File: config.mk
export PLATFORM = sky130hd
export DESIGN_NAME = mem_arbiter
export DESIGN_NICKNAME = d
export VERILOG_FILES = /design/src/rtl/mem_arb_pkg.sv /design/src/rtl/rr_arbiter2.sv /design/src/rtl/mem_arbiter.sv
export SDC_FILE = /design/constraint.sdc
export NUM_CORES = 1
export LEC_CHECK = 0
export ABC_AREA = 1
export BUFFER_PORTS_ARGS = -buffer_cell sky130_fd_sc_hd__buf_2
export CELL_PAD_IN_SITES_DETAIL_PLACEMENT = 1
export CELL_PAD_IN_SITES_GLOBAL_PLACEMENT = 1
export CORE_AREA = 4 4 205 306
export DETAILED_ROUTE_END_ITERATION = 8
export DIE_AREA = 0 0 209 310
export HOLD_SLACK_MARGIN = 0.06
export PLACE_DENSITY = 0.83
export SYNTH_ARGS = -nofsm -noshare
export SYNTH_HDL_FRONTEND = slang
export SYNTH_SLANG_ARGS = --single-unit
export TNS_END_PERCENT = 20
File: constraint.sdc
create_clock -name clk -period 4 [get_ports clk]
set_input_delay 0.2 -clock clk [delete_from_list [all_inputs] [get_ports clk]]
set_output_delay 0.2 -clock clk [all_outputs]
set_load 0.01 [all_outputs]
File: src/rtl/mem_arb_pkg.sv
// Shared types and constants for the two-port cache-block memory arbiter.
package mem_arb_pkg;

    typedef enum logic [1:0] {
        ST_IDLE  = 2'd0,
        ST_WRITE = 2'd1,
        ST_READ  = 2'd2,
        ST_DONE  = 2'd3
    } state_t;

    localparam int BLOCK_WORDS_DEF = 4;

    localparam int IC = 0;
    localparam int DC = 1;

endpackage

File: src/rtl/rr_arbiter2.sv
// Two-way round-robin grant; the pointer names the requester favoured on a tie.
module rr_arbiter2
    import mem_arb_pkg::*;
(
    input  logic       clk,
    input  logic       reset_n,
    input  logic [1:0] i_req,
    input  logic       i_accept,
    output logic [1:0] o_gnt
);

    logic r_ptr;

    always_comb begin
        o_gnt = 2'b00;
        if (i_req[IC] && i_req[DC]) begin
            o_gnt = r_ptr ? 2'b10 : 2'b01;
        end else if (i_req[IC]) begin
            o_gnt = 2'b01;
        end else if (i_req[DC]) begin
            o_gnt = 2'b10;
        end
    end

    // After a grant the other requester becomes favoured.
    always_ff @(posedge clk or negedge reset_n) begin
        if (!reset_n) begin
            r_ptr <= 1'b0;
        end else if (i_accept && (o_gnt != 2'b00)) begin
            r_ptr <= o_gnt[IC];
        end
    end

endmodule

File: src/rtl/mem_arbiter.sv
// Shares one word-wide memory between icache and dcache block fills and write-backs.
//   state    | meaning
//   ST_IDLE  | no transfer; arbitrate and latch the winner's request
//   ST_WRITE | one beat per cycle, write strobe high
//   ST_READ  | BLOCK_WORDS address beats plus one trailing capture cycle
//   ST_DONE  | one-cycle done pulse to the owner
module mem_arbiter
    import mem_arb_pkg::*;
#(
    parameter int BLOCK_WORDS = BLOCK_WORDS_DEF,
    parameter int ADDR_W      = 32
) (
    input  logic                          clk,
    input  logic                          reset_n,
    input  logic [1:0]                    req,
    input  logic [1:0]                    we,
    input  logic [2*ADDR_W-1:0]           addr,
    input  logic [2*32*BLOCK_WORDS-1:0]   wdata,
    output logic [1:0]                    grant,
    output logic [1:0]                    done,
    output logic [32*BLOCK_WORDS-1:0]     rdata,
    output logic                          busy,
    output logic [ADDR_W-1:0]             mem_address,
    output logic [31:0]                   mem_data_in,
    output logic                          mem_write_enable,
    input  logic [31:0]                   mem_data_out
);

    localparam int BLK_BITS = 32 * BLOCK_WORDS;
    localparam int IDX_W    = $clog2(BLOCK_WORDS);
    localparam int CNT_W    = IDX_W + 1;
    localparam logic [ADDR_W-1:0] ALIGN_MASK = ~(ADDR_W'(BLOCK_WORDS - 1));
    localparam logic [CNT_W-1:0]  LAST_BEAT  = CNT_W'(BLOCK_WORDS - 1);
    localparam logic [CNT_W-1:0]  TAIL_BEAT  = CNT_W'(BLOCK_WORDS);

    state_t                        r_state;
    logic [1:0]                    r_grant;
    logic [1:0]                    r_done;
    logic                          r_busy;
    logic [ADDR_W-1:0]             r_base;
    logic [ADDR_W-1:0]             r_mem_addr;
    logic [31:0]                   r_mem_din;
    logic                          r_mem_we;
    logic [CNT_W-1:0]              r_beat;
    logic [BLOCK_WORDS-1:0][31:0]  r_wdata;
    logic [BLOCK_WORDS-1:0][31:0]  r_fill;
    logic [BLOCK_WORDS-1:0][31:0]  r_rdata;

    logic [1:0]                    w_gnt;
    logic                          w_accept;
    logic                          w_win;
    logic                          w_win_we;
    logic [ADDR_W-1:0]             w_win_addr;
    logic [BLK_BITS-1:0]           w_win_wdata;
    logic [CNT_W-1:0]              w_beat_nxt;
    logic [ADDR_W-1:0]             w_addr_nxt;
    logic [IDX_W-1:0]              w_rd_idx;
    logic [BLOCK_WORDS-1:0][31:0]  w_fill_nxt;

    assign w_accept = (r_state == ST_IDLE) && (req != 2'b00);

    rr_arbiter2 u_rr (
        .clk      (clk),
        .reset_n  (reset_n),
        .i_req    (req),
        .i_accept (w_accept),
        .o_gnt    (w_gnt)
    );

    assign w_win       = w_gnt[DC];
    assign w_win_we    = w_win ? we[DC] : we[IC];
    assign w_win_addr  = w_win ? addr[2*ADDR_W-1:ADDR_W] : addr[ADDR_W-1:0];
    assign w_win_wdata = w_win ? wdata[2*BLK_BITS-1:BLK_BITS] : wdata[BLK_BITS-1:0];

    assign w_beat_nxt = r_beat + 1'b1;
    assign w_addr_nxt = r_base + ADDR_W'(w_beat_nxt);
    // Read data trails its address by one cycle, so cycle k fills word k-1.
    assign w_rd_idx   = IDX_W'(r_beat - 1'b1);

    always_comb begin
        w_fill_nxt           = r_fill;
        w_fill_nxt[w_rd_idx] = mem_data_out;
    end

    always_ff @(posedge clk or negedge reset_n) begin
        if (!reset_n) begin
            r_state    <= ST_IDLE;
            r_grant    <= 2'b00;
            r_done     <= 2'b00;
            r_busy     <= 1'b0;
            r_base     <= '0;
            r_mem_addr <= '0;
            r_mem_din  <= '0;
            r_mem_we   <= 1'b0;
            r_beat     <= '0;
            r_wdata    <= '0;
            r_fill     <= '0;
            r_rdata    <= '0;
        end else begin
            r_done <= 2'b00;
            case (r_state)
                ST_IDLE: begin
                    if (w_accept) begin
                        r_grant    <= w_gnt;
                        r_busy     <= 1'b1;
                        r_base     <= w_win_addr & ALIGN_MASK;
                        r_mem_addr <= w_win_addr & ALIGN_MASK;
                        r_wdata    <= w_win_wdata;
                        r_beat     <= '0;
                        if (w_win_we) begin
                            r_state   <= ST_WRITE;
                            r_mem_we  <= 1'b1;
                            r_mem_din <= w_win_wdata[31:0];
                        end else begin
                            r_state <= ST_READ;
                        end
                    end
                end
                ST_WRITE: begin
                    if (r_beat == LAST_BEAT) begin
                        r_state  <= ST_DONE;
                        r_mem_we <= 1'b0;
                        r_done   <= r_grant;
                    end else begin
                        r_beat     <= w_beat_nxt;
                        r_mem_addr <= w_addr_nxt;
                        r_mem_din  <= r_wdata[w_beat_nxt[IDX_W-1:0]];
                    end
                end
                ST_READ: begin
                    if (r_beat != '0) begin
                        r_fill <= w_fill_nxt;
                    end
                    // rdata is published whole so it only ever shows completed fills.
                    if (r_beat == TAIL_BEAT) begin
                        r_state <= ST_DONE;
                        r_done  <= r_grant;
                        r_rdata <= w_fill_nxt;
                    end else begin
                        r_beat <= w_beat_nxt;
                        if (r_beat != LAST_BEAT) begin
                            r_mem_addr <= w_addr_nxt;
                        end
                    end
                end
                ST_DONE: begin
                    r_state <= ST_IDLE;
                    r_grant <= 2'b00;
                    r_busy  <= 1'b0;
                end
                default: begin
                    r_state <= ST_IDLE;
                end
            endcase
        end
    end

    assign grant            = r_grant;
    assign done             = r_done;
    assign busy             = r_busy;
    assign rdata            = r_rdata;
    assign mem_address      = r_mem_addr;
    assign mem_data_in      = r_mem_din;
    assign mem_write_enable = r_mem_we;

endmodule

; ---- Word level (Yosys, flattened, before mapping)
; Index checks and enable logic that the tools add are counted.
[classes]
addsub = 3
magnitude_cmp = 3
n_eq_ne = 13
muxes = 41
reduce_logical = 20
[ops]
columns = op, count
row1 = 32-bit two-way mux, 10
row2 = 128-bit bitwise mux, 1
row3 = 128-bit two-way mux, 1
row4 = 32-bit one-hot mux with 3 select lines, 1
row5 = 32-bit binary-select mux with 2-bit select, 1
row6 = 32-bit demux with 2-bit select, 1
row7 = 32-bit one-hot mux with 2 select lines, 1
row8 = 32-bit by 3-bit adder with 32-bit output, 1
row9 = 2-bit two-way mux, 11
row10 = "2-bit inequality test, second input constant", 6
row11 = 4-bit AND reduction, 3
row12 = 3-bit two-way mux, 3
row13 = 3-bit one-hot mux with 3 select lines, 1
row14 = 2-bit one-hot mux with 2 select lines, 2
row15 = 2-bit one-hot mux with 4 select lines, 1
row16 = 2-bit AND reduction, 4
row17 = 2-bit nonzero test, 4
row18 = "2-bit by 3-bit < comparator with 1-bit output, second input constant", 2
row19 = 3-bit nonzero test, 2
row20 = 1-bit two-way mux, 5
row21 = 5-bit AND reduction, 1
row22 = "2-bit equality test, second input constant", 2
row23 = 1-bit logical AND, 4
row24 = 1-bit one-hot mux with 2 select lines, 2
row25 = other kinds (10), 10
[totals]
regBits = 490
inputBits = 358
out_inout_bits = 198
elab_cells = 102

; ---- Longest topological paths before layout
; Gate-level depths: netlist (run 1).
[logic_depth]
depth_word = 7
ltp_mapped = 14
ltp_nobuf = 14

; ---- Hierarchy
; From an unflattened synthesis (run 1), not the netlist that was laid out.
[unflattened]
cells_unflattened = 3189
area_unflattened_um2 = 23754.0
[by_module_without_submodules]
columns = module, n_inst, cells_each, area_each_um2, seq_area_each_um2
row1 = mem_arbiter, 1, 3181, 23694.0, 12236.7
row2 = rr_arbiter2, 1, 8, 60.1, 25.0

; ---- Worst setup path before layout (run 1)
; Ideal clock, no wire load.
[synth_timing]
kind = register -> register
start = register r_beat[0]
end = register r_mem_addr[30] (netlist: mem_address[30])
setup_ns = 0.116
arrival_ns = 2.056
required_ns = 3.884
path_slack_ns = 1.827
stages_incl_launch_ff = 15
n_path_buf = 0
synth_period_minus_slack_ns = 2.173
path_cell_list = dfrtp_1 > ha_1 > ha_1 > inv_1 > ha_1 > ha_1 > inv_1 > nor2_1 > nand2_1 > nor2_1 > nand2_1 > nand2_1 > nand3_1 > nand2_1 > nand2_1
[synth_between]
elab_chain_len = 5
elab_cells_between_ends = 13
classes_between = add/sub: 2 / eq/ne: 6 / mux: 4 / reduce/logical: 1
[synth_lines]
columns = element, line
row1 = "start, declared", mem_arbiter.sv:44  ; logic [CNT_W-1:0] r_beat;
row2 = "start signal, assigned", mem_arbiter.sv:125  ; r_beat <= w_beat_nxt;
row3 = "start signal, assigned", mem_arbiter.sv:140  ; r_beat <= w_beat_nxt;
row4 = 3-bit by 1-bit adder with 3-bit output, mem_arbiter.sv:75  ; assign w_beat_nxt = r_beat + 1'b1;
row5 = 32-bit by 3-bit adder with 32-bit output, mem_arbiter.sv:76  ; assign w_addr_nxt = r_base + ADDR_W'(w_beat_nxt);
row6 = 32-bit two-way mux, mem_arbiter.sv:141  ; if (r_beat != LAST_BEAT) begin
row7 = 32-bit two-way mux, mem_arbiter.sv:135  ; if (r_beat == TAIL_BEAT) begin
row8 = 32-bit one-hot mux with 3 select lines, mem_arbiter.sv:101  ; case (r_state)
row9 = "end signal, assigned", mem_arbiter.sv:107  ; r_mem_addr <= w_win_addr & ALIGN_MASK;
row10 = "end signal, assigned", mem_arbiter.sv:126  ; r_mem_addr <= w_addr_nxt;
row11 = "end signal, assigned", mem_arbiter.sv:142  ; r_mem_addr <= w_addr_nxt;
row12 = "end, declared", mem_arbiter.sv:41  ; logic [ADDR_W-1:0] r_mem_addr;
; Several ways; a longest one is shown, not always the timed one. The select of a mux whose other input is x is not followed.
; A chain may end at the register's enable or synchronous reset.

; ---- Worst setup path after layout (run 1)
[layout_timing]
start = register u_rr.r_ptr
end = register r_wdata[97] in the netlist's numbering
[layout_between]
elab_chain_len = 3
[layout_lines]
columns = element, line
row1 = "start, declared", rr_arbiter2.sv:12  ; logic r_ptr;
row2 = "start signal, assigned", rr_arbiter2.sv:30  ; r_ptr <= o_gnt[IC];
row3 = 2-bit two-way mux, rr_arbiter2.sv:17  ; o_gnt = r_ptr ? 2'b10 : 2'b01;
row4 = 2-bit two-way mux, rr_arbiter2.sv:16  ; if (i_req[IC] && i_req[DC]) begin
row5 = 128-bit two-way mux, mem_arbiter.sv:73  ; assign w_win_wdata = w_win ? wdata[2*BLK_BITS-1:BLK_BITS] : wdata[BLK_BITS-1:0];
row6 = "end signal, assigned", mem_arbiter.sv:108  ; r_wdata <= w_win_wdata;
row7 = "end, declared", mem_arbiter.sv:45  ; logic [BLOCK_WORDS-1:0][31:0] r_wdata;
; No other way between the ends.

==> results of run 1 <==
==> stage by stage <==
stage | instance area (µm²) | instances | hold WS, ns
final | 31900 | 4794 | 0.0952
after global placement | 27100 | 4365 | 0.254
after global routing | 31900 | 4779 | 0.108
after CTS | 31900 | 4773 | 0.0612
after detailed placement | 27100 | 4365 | 0.267
after floorplan | 23800 | 3198 | -0.0956
==> layer usage <==
metal  up-vias  wire length (µm)  global-route usage, %
met5         -                33                      0
met4         4              7510                   17.7
met3       454              8340                   6.97
met2      1374             51700                   54.6
met1     12900             40100                   38.2
li1      11600                 -                      -
==> layout make-up <==
cell class / instances / area share (%)
diodes: 21 / 0.165
clock buffers: 75 / 4.62
clock inverters: 14 / 0.329
inverters: 218 / 2.58
multi-input cells: 2287 / 31.0
flip-flops and latches: 490 / 38.4
well taps: 784 / 3.07
repair buffers: 905 / 19.8
==> power by group through the flow <==
stage	clock network, mW	registers (mW)	logic, mW
2_1_floorplan	0	8.81	6.56
3_3_place_gp	0	8.62	10.4
3_5_place_dp	0	8.70	10.8
4_1_cts	4.76	8.65	12.1
5_1_grt	4.99	9.11	14.2
6_report	4.71	8.92	12.9
==> final timing paths <==
kind / slack (ns) / cells past startpoint / endpoint / from
max reg2reg: 0.62 / 8 / r_wdata[97] / u_rr.r_ptr
max: 0.62 / 8 / r_wdata[97] / u_rr.r_ptr
min reg2reg: 0.46 / 2 / mem_data_in[26] / mem_data_in[26]
min: 0.1 / 6 / r_state[1] / we[0]
min in group asynchronous: 0.19 / 2 / r_fill[73] / reset_n
max in group asynchronous: 2.73 / 3 / r_wdata[90] / reset_n
==> critical path: stages, from the launching register on <==
cell and delay [ns]:
dfrtp_1 0.37, inv_1 0.05, nand2_1 0.14, nand2_8 0.29
clkinv_2 0.49, buf_4 0.76, nand2_1 0.21, a21oi_1 0.27
dlygate4sd3_1 0.64
==> registers in the layout, indices dropped and copies added, names as in the netlist <==
register,count
mem_write_enable,1
rdata,128
r_state,2
u_rr.r_ptr,1
done,2
r_wdata,128
mem_address,32
r_base,30
r_beat,3
busy,1
mem_data_in,32
grant,2
r_fill,128
==> cells by family (layout without fill, tap and decap cells) <==
group | after synthesis | count (layout) | synth area share, %
AND/OR/NAND/NOR | 1648 | 1648 | 27.2
buffers and inverters | 421 | 1212 | 7.22
AO/OA/AOI/OAI | 619 | 619 | 13.1
other | 0 | 21 | 0
flip-flops | 490 | 490 | 51.5
XOR/XNOR | 5 | 5 | 0.184
adder cells (fa/ha/maj) | 15 | 15 | 0.788
==> placed cells by master, fill, tap and decap left out, types with 2 or more instances in the layout <==
master         count
nand2_1         1263
buf_2            550
dfrtp_1          489
o21ai_0          404
dlygate4sd3_1    319
inv_1            212
a21oi_1          194
nor2_1           186
nand3_1          180
clkbuf_16         50
buf_4             27
diode_2           21
clkbuf_8          13
clkbuf_1          12
ha_1              10
or2_2              9
clkinv_2           8
buf_12             8
o21ai_1            6
a31oi_1            6
xor2_1             5
o22ai_1            5
ha_2               5
inv_2              3
o21ai_4            2
inv_4              2
and2_1             2
inv_6              2
clkinv_4           2
==> results.sh, run 1 <==
export IMPL_status="completed"
export IMPL_vias_per_cell=5.49
export IMPL_port_buffers=551
export IMPL_critPathArrivalTime_ns=3.89
export IMPL_row_count=110
export IMPL_multiInputGateArea_mm2=0.00989
export IMPL_cp_required_ns=4.52
export IMPL_drcViolationCount=0
export IMPL_power_frac_comb_pct=48.6
export IMPL_pwr_share_seq_pct=33.6
export IMPL_numClockSinks=490
export IMPL_powerDensity_mw_per_mm2=831
export IMPL_fp_dieH_um=310
export IMPL_pwr_share_clk_pct=17.8
export IMPL_fillers=7531
export IMPL_synth_area_mm2=0.0238
export IMPL_path_class="reg -> reg"
export IMPL_netlist_top_cells_count="nand2_1 (1263), dfrtp_1 (490), o21ai_0 (404)"
export IMPL_seq_area_mm2=0.0123
export IMPL_setup_viol=0
export IMPL_postSynth_asyncResetShare_pct=100
export IMPL_clk_path_buf_depth=3
export IMPL_finalClockSkew_ns=0.0226
export IMPL_synth_area_top_cells="dfrtp_1 (52%), nand2_1 (20%), o21ai_0 (8.5%)"
export IMPL_cts_resized=0
export IMPL_synthCells=3198
export IMPL_grt_overflow=0
export IMPL_rsz0062_at_grt="no"
export IMPL_gp_congestion=0.874
export IMPL_slew_limit_headroom_pct=27.5
export IMPL_synth_seq_cells=490
export IMPL_fin_nets=4325
export IMPL_grt_max_degree=257
export IMPL_numCtsBuffers=50
export IMPL_htree_num_levels=2
export IMPL_max_freq_mhz=296
export IMPL_setup_tns_ns=0
export IMPL_pre_cts_ws_ns=1.11
export IMPL_synth_warnings=0
export IMPL_wl_per_cell_um=22.5
export IMPL_cts_tree="built"
export IMPL_first_iter_violations=2174
export IMPL_core_area_mm2=0.0600
export IMPL_hold_viol=0
export IMPL_avgSynthCellArea_um2=7.44
export IMPL_finish_utilization_pct=53.2
export IMPL_synth_area_leader_cell="dfrtp_1"
export IMPL_fin_ws_ns=0.625
export IMPL_tightest_slew_ns=1.09
export IMPL_drv_slew=0
export IMPL_grt_pass1_vias=28200
export IMPL_yosysMostFrequentCell="nand2_1"
export IMPL_crit_fanout=77
export IMPL_clock_latency_ns=0.60
export IMPL_via_count=26300
export IMPL_seq_area_frac_synth_pct=51.5
export IMPL_cap_viol_max_count=0
export IMPL_dp_hpwl_um=61500
export IMPL_grt_util_all_layers_pct=32.2
export IMPL_fin_crit_sh_pct=84.4
export IMPL_synth_largest_type_area_fraction_pct=51.5
export IMPL_antenna_found_initial=11
export IMPL_die_x_um=209
export IMPL_p_leak_nw=15.4
export IMPL_yosys_cell_types_count=29
export IMPL_dieArea_mm2=0.0648
export IMPL_total_power_mw=26.5
export IMPL_period_needed_ns=3.38
export IMPL_grt_pass1_wl_um=166000
export IMPL_initial_core_util_pct=39.7
export IMPL_syn_nets=3571
export IMPL_wl_um=108000
export IMPL_clockRootBuffer="clkbuf_16"
export IMPL_p_switching_mw=12.2
export IMPL_ant_nets=0
export IMPL_cts_reportedPaths_clkPinSlew_ns=0.07
export IMPL_first_pass_iters=7
export IMPL_ios=556
export IMPL_synth_edf_count=0
export IMPL_intPower_mw=14.4
export IMPL_min_path_type="in -> reg"
export IMPL_layout_drive_gt1_share_pct=17.4
export IMPL_ys_flop_type="dfrtp_1"
export IMPL_post_cts_buffers=0
export IMPL_max_vdd_ir_drop_uv=487
export IMPL_end_kind="register"
export IMPL_syn_to_final_growth_pct=34.1
export IMPL_critPathLaunchType="register"
export IMPL_p_sw_share_pct=45.8
export IMPL_holdBufCountCts=319
Note: power is estimated with default switching activity, not from simulation.
==> run 2, diff against run 1 <==
--- a/config.mk
+++ b/config.mk
@@ -9,11 +9,11 @@
 export BUFFER_PORTS_ARGS = -buffer_cell sky130_fd_sc_hd__buf_2
 export CELL_PAD_IN_SITES_DETAIL_PLACEMENT = 1
 export CELL_PAD_IN_SITES_GLOBAL_PLACEMENT = 1
-export CORE_AREA = 4 4 205 306
+export CORE_AREA = 4 4 218 327
 export DETAILED_ROUTE_END_ITERATION = 8
-export DIE_AREA = 0 0 209 310
+export DIE_AREA = 0 0 222 331
 export HOLD_SLACK_MARGIN = 0.06
-export PLACE_DENSITY = 0.83
+export PLACE_DENSITY = 0.77
 export SYNTH_ARGS = -nofsm -noshare
 export SYNTH_HDL_FRONTEND = slang
 export SYNTH_SLANG_ARGS = --single-unit
==> constraint.sdc (replaced) <==
create_clock -name clk -period 2.8 [get_ports clk]
set_input_delay 0.14 -clock clk [delete_from_list [all_inputs] [get_ports clk]]
set_output_delay 0.14 -clock clk [all_outputs]
set_load 0.01 [all_outputs]
==> run 2 against run 1 <==
Sequential power increased by 42%. Via count decreased by 0.17%. Register-to-register slack got worse by 0.52 ns. Sequential cell count unchanged. Critical path depth unchanged. Cell count increased by 3.4%. Clock power increased by 50%. Combinational power increased by 47%.
==> results.sh, run 2 (synthesis results as in run 1) <==
export IMPL_vias_per_cell=5.30
export IMPL_core_area_mm2=0.0685
export IMPL_crit_fanout=33
export IMPL_finish_utilization_pct=47.9
export IMPL_ios=556
export IMPL_end_kind="register"
export IMPL_slowest_stage="dlygate4sd3_1"
export IMPL_cts_tree="built"
export IMPL_numClockSinks=490
export IMPL_cap_viol_max_count=0
export IMPL_final_cell_area_mm2=0.0328
export IMPL_hold_viol=0
export IMPL_initial_core_util_pct=34.8
export IMPL_first_pass_iters=7
export IMPL_tightest_slew_ns=0.930
export IMPL_numCtsBuffers=51
export IMPL_powerDensity_mw_per_mm2=1180
export IMPL_critPathArrivalTime_ns=3.25
export IMPL_clockRootBuffer="clkbuf_16"
export IMPL_fp_dieH_um=331
export IMPL_p_leak_nw=15.8
export IMPL_critPathLaunchType="register"
export IMPL_gp_congestion=0.876
export IMPL_max_freq_mhz=371
export IMPL_grt_pass1_wl_um=166000
export IMPL_fin_nets=4378
export IMPL_via_count=26300
export IMPL_wl_um=110000
export IMPL_drv_slew=0
export IMPL_fin_crit_sh_pct=96.2
export IMPL_multiInputGateArea_mm2=0.00990
export IMPL_cts_reportedPaths_clkPinSlew_ns=0.07
export IMPL_period_needed_ns=2.69
export IMPL_htree_num_levels=2
export IMPL_grt_pass1_vias=27900
export IMPL_status="completed"
export IMPL_die_x_um=222
export IMPL_final_common_cell="nand2_1"
export IMPL_wl_per_cell_um=22.2
export IMPL_fillers=8443
export IMPL_grt_util_all_layers_pct=28.7
export IMPL_layout_drive_gt1_share_pct=17.9
export IMPL_seq_area_mm2=0.0123
export IMPL_path_class="reg -> reg"
export IMPL_grt_max_degree=129
export IMPL_finalClockSkew_ns=0.0276
export IMPL_syn_to_final_growth_pct=37.8
export IMPL_clock_latency_ns=0.61
export IMPL_cp_required_ns=3.36
export IMPL_antenna_found_initial=16
export IMPL_drcViolationCount=0
export IMPL_clk_path_buf_depth=3
export IMPL_first_iter_violations=2135
export IMPL_worstPathCellList="inv_1, ha_1, o21ai_4, buf_4, buf_4, a21oi_1, a21oi_1, dlygate4sd3_1"
export IMPL_max_vdd_ir_drop_uv=687
export IMPL_min_path_type="in -> reg"
export IMPL_postPlaceCellArea_mm2=0.0276
export IMPL_dieArea_mm2=0.0735
export IMPL_dp_hpwl_um=66400
export IMPL_slew_limit_headroom_pct=38.0
export IMPL_setup_viol=0
export IMPL_ant_nets=0
export IMPL_port_buffers=551
export IMPL_mostFrequentLayoutCells="nand2_1 (1262), buf_2 (550), dfrtp_1 (489)"
export IMPL_row_count=118
export IMPL_grt_overflow=0
export IMPL_slowest_delay_ns=0.61
[run 2: cell types whose count changed in the layout (fill, tap and decap cells not counted), moves of 2 or more]
cell | previous run | this run
clkinv_2 | 8 | 10
nor2_1 | 186 | 184
bufinv_16 | 0 | 2
dlygate4sd3_1 | 319 | 351
buf_12 | 8 | 21
nor2_2 | 1 | 3
inv_6 | 2 | 4
clkbuf_8 | 13 | 15
buf_4 | 27 | 33
diode_2 | 21 | 10
[run 2: final timing paths]
check | from | to | slack [ns] | depth (start not counted)
max | r_state[0] | r_wdata[53] | 0.11 | 8
min | wdata[130] | r_wdata[2] | 0.09 | 3
max reg2reg | r_state[0] | r_wdata[53] | 0.11 | 8
min reg2reg | mem_data_in[23] | mem_data_in[23] | 0.47 | 2
max in group asynchronous | reset_n | rdata[49] | 1.81 | 3
min in group asynchronous | reset_n | r_wdata[17] | 0.10 | 2
[run 2: power by group]
group / internal (mW) / total (mW) / switching (mW) / leakage [nW]
combinational: 6.74 / 18.9 / 12.1 / 9.17
sequential: 10.5 / 12.7 / 2.24 / 5.76
clock: 3.95 / 7.07 / 3.11 / 0.839
[run 2: final cells by class]
cell class                      instances  share of cell area [%]
Multi-Input combinational cell       2287                    30.2
Inverter                              218                    2.55
Clock inverter                         18                   0.492
Tap cell                              900                    3.43
Sequential cell                       490                    37.4
Antenna cell                           10                  0.0763
Clock buffer                           77                    4.64
Timing Repair Buffer                  957                    21.3
[run 2: metrics by stage]
| stage | instances | total power, mW | worst slack, ns | hold WS (ns) | setup TNS (ns) |
|---|---|---|---|---|---|
| after floorplan | 3198 | 21.9 | 0.627 | -0.156 | 0 |
| after global placement | 4501 | 28.0 | 0.297 | 0.147 | 0 |
| after detailed placement | 4501 | 28.6 | 0.232 | 0.143 | 0 |
| after CTS | 4947 | 37.6 | 0.120 | 0.0615 | 0 |
| after global routing | 4955 | 41.3 | -0.00345 | 0.0799 | -0.00345 |
| final | 4957 | 38.6 | 0.107 | 0.0930 | 0 |
[run 2: layer usage]
| layer | vias up | global-route usage, % | routed length, µm | part of all wire (%) |
|---|---|---|---|---|
| met5 | - | 0 | 46 | 0.042 |
| met4 | 6 | 15.9 | 7750 | 7.0 |
| met3 | 405 | 5.52 | 7850 | 7.1 |
| met2 | 1290 | 49.4 | 53400 | 48 |
| met1 | 12800 | 33.8 | 41100 | 37 |
| li1 | 11700 | - | - | - |
[run 2: what timing repair did]
item / in CTS / in global routing
endpoints found under the setup margin: 0 / 37
endpoints found under the hold margin: 879 / 0
resized for setup: 0 / 8
hold buffers: 351 / 0
buffers inserted: 0 / 0
[run 2: critical path: cells and delay by family (launching register included)]
kind                     cells  cell delay, ns
adder cells (fa/ha/maj)      1            0.29
flip-flops                   1            0.37
AO/OA/AOI/OAI                3            0.57
buffers and inverters        4            1.36
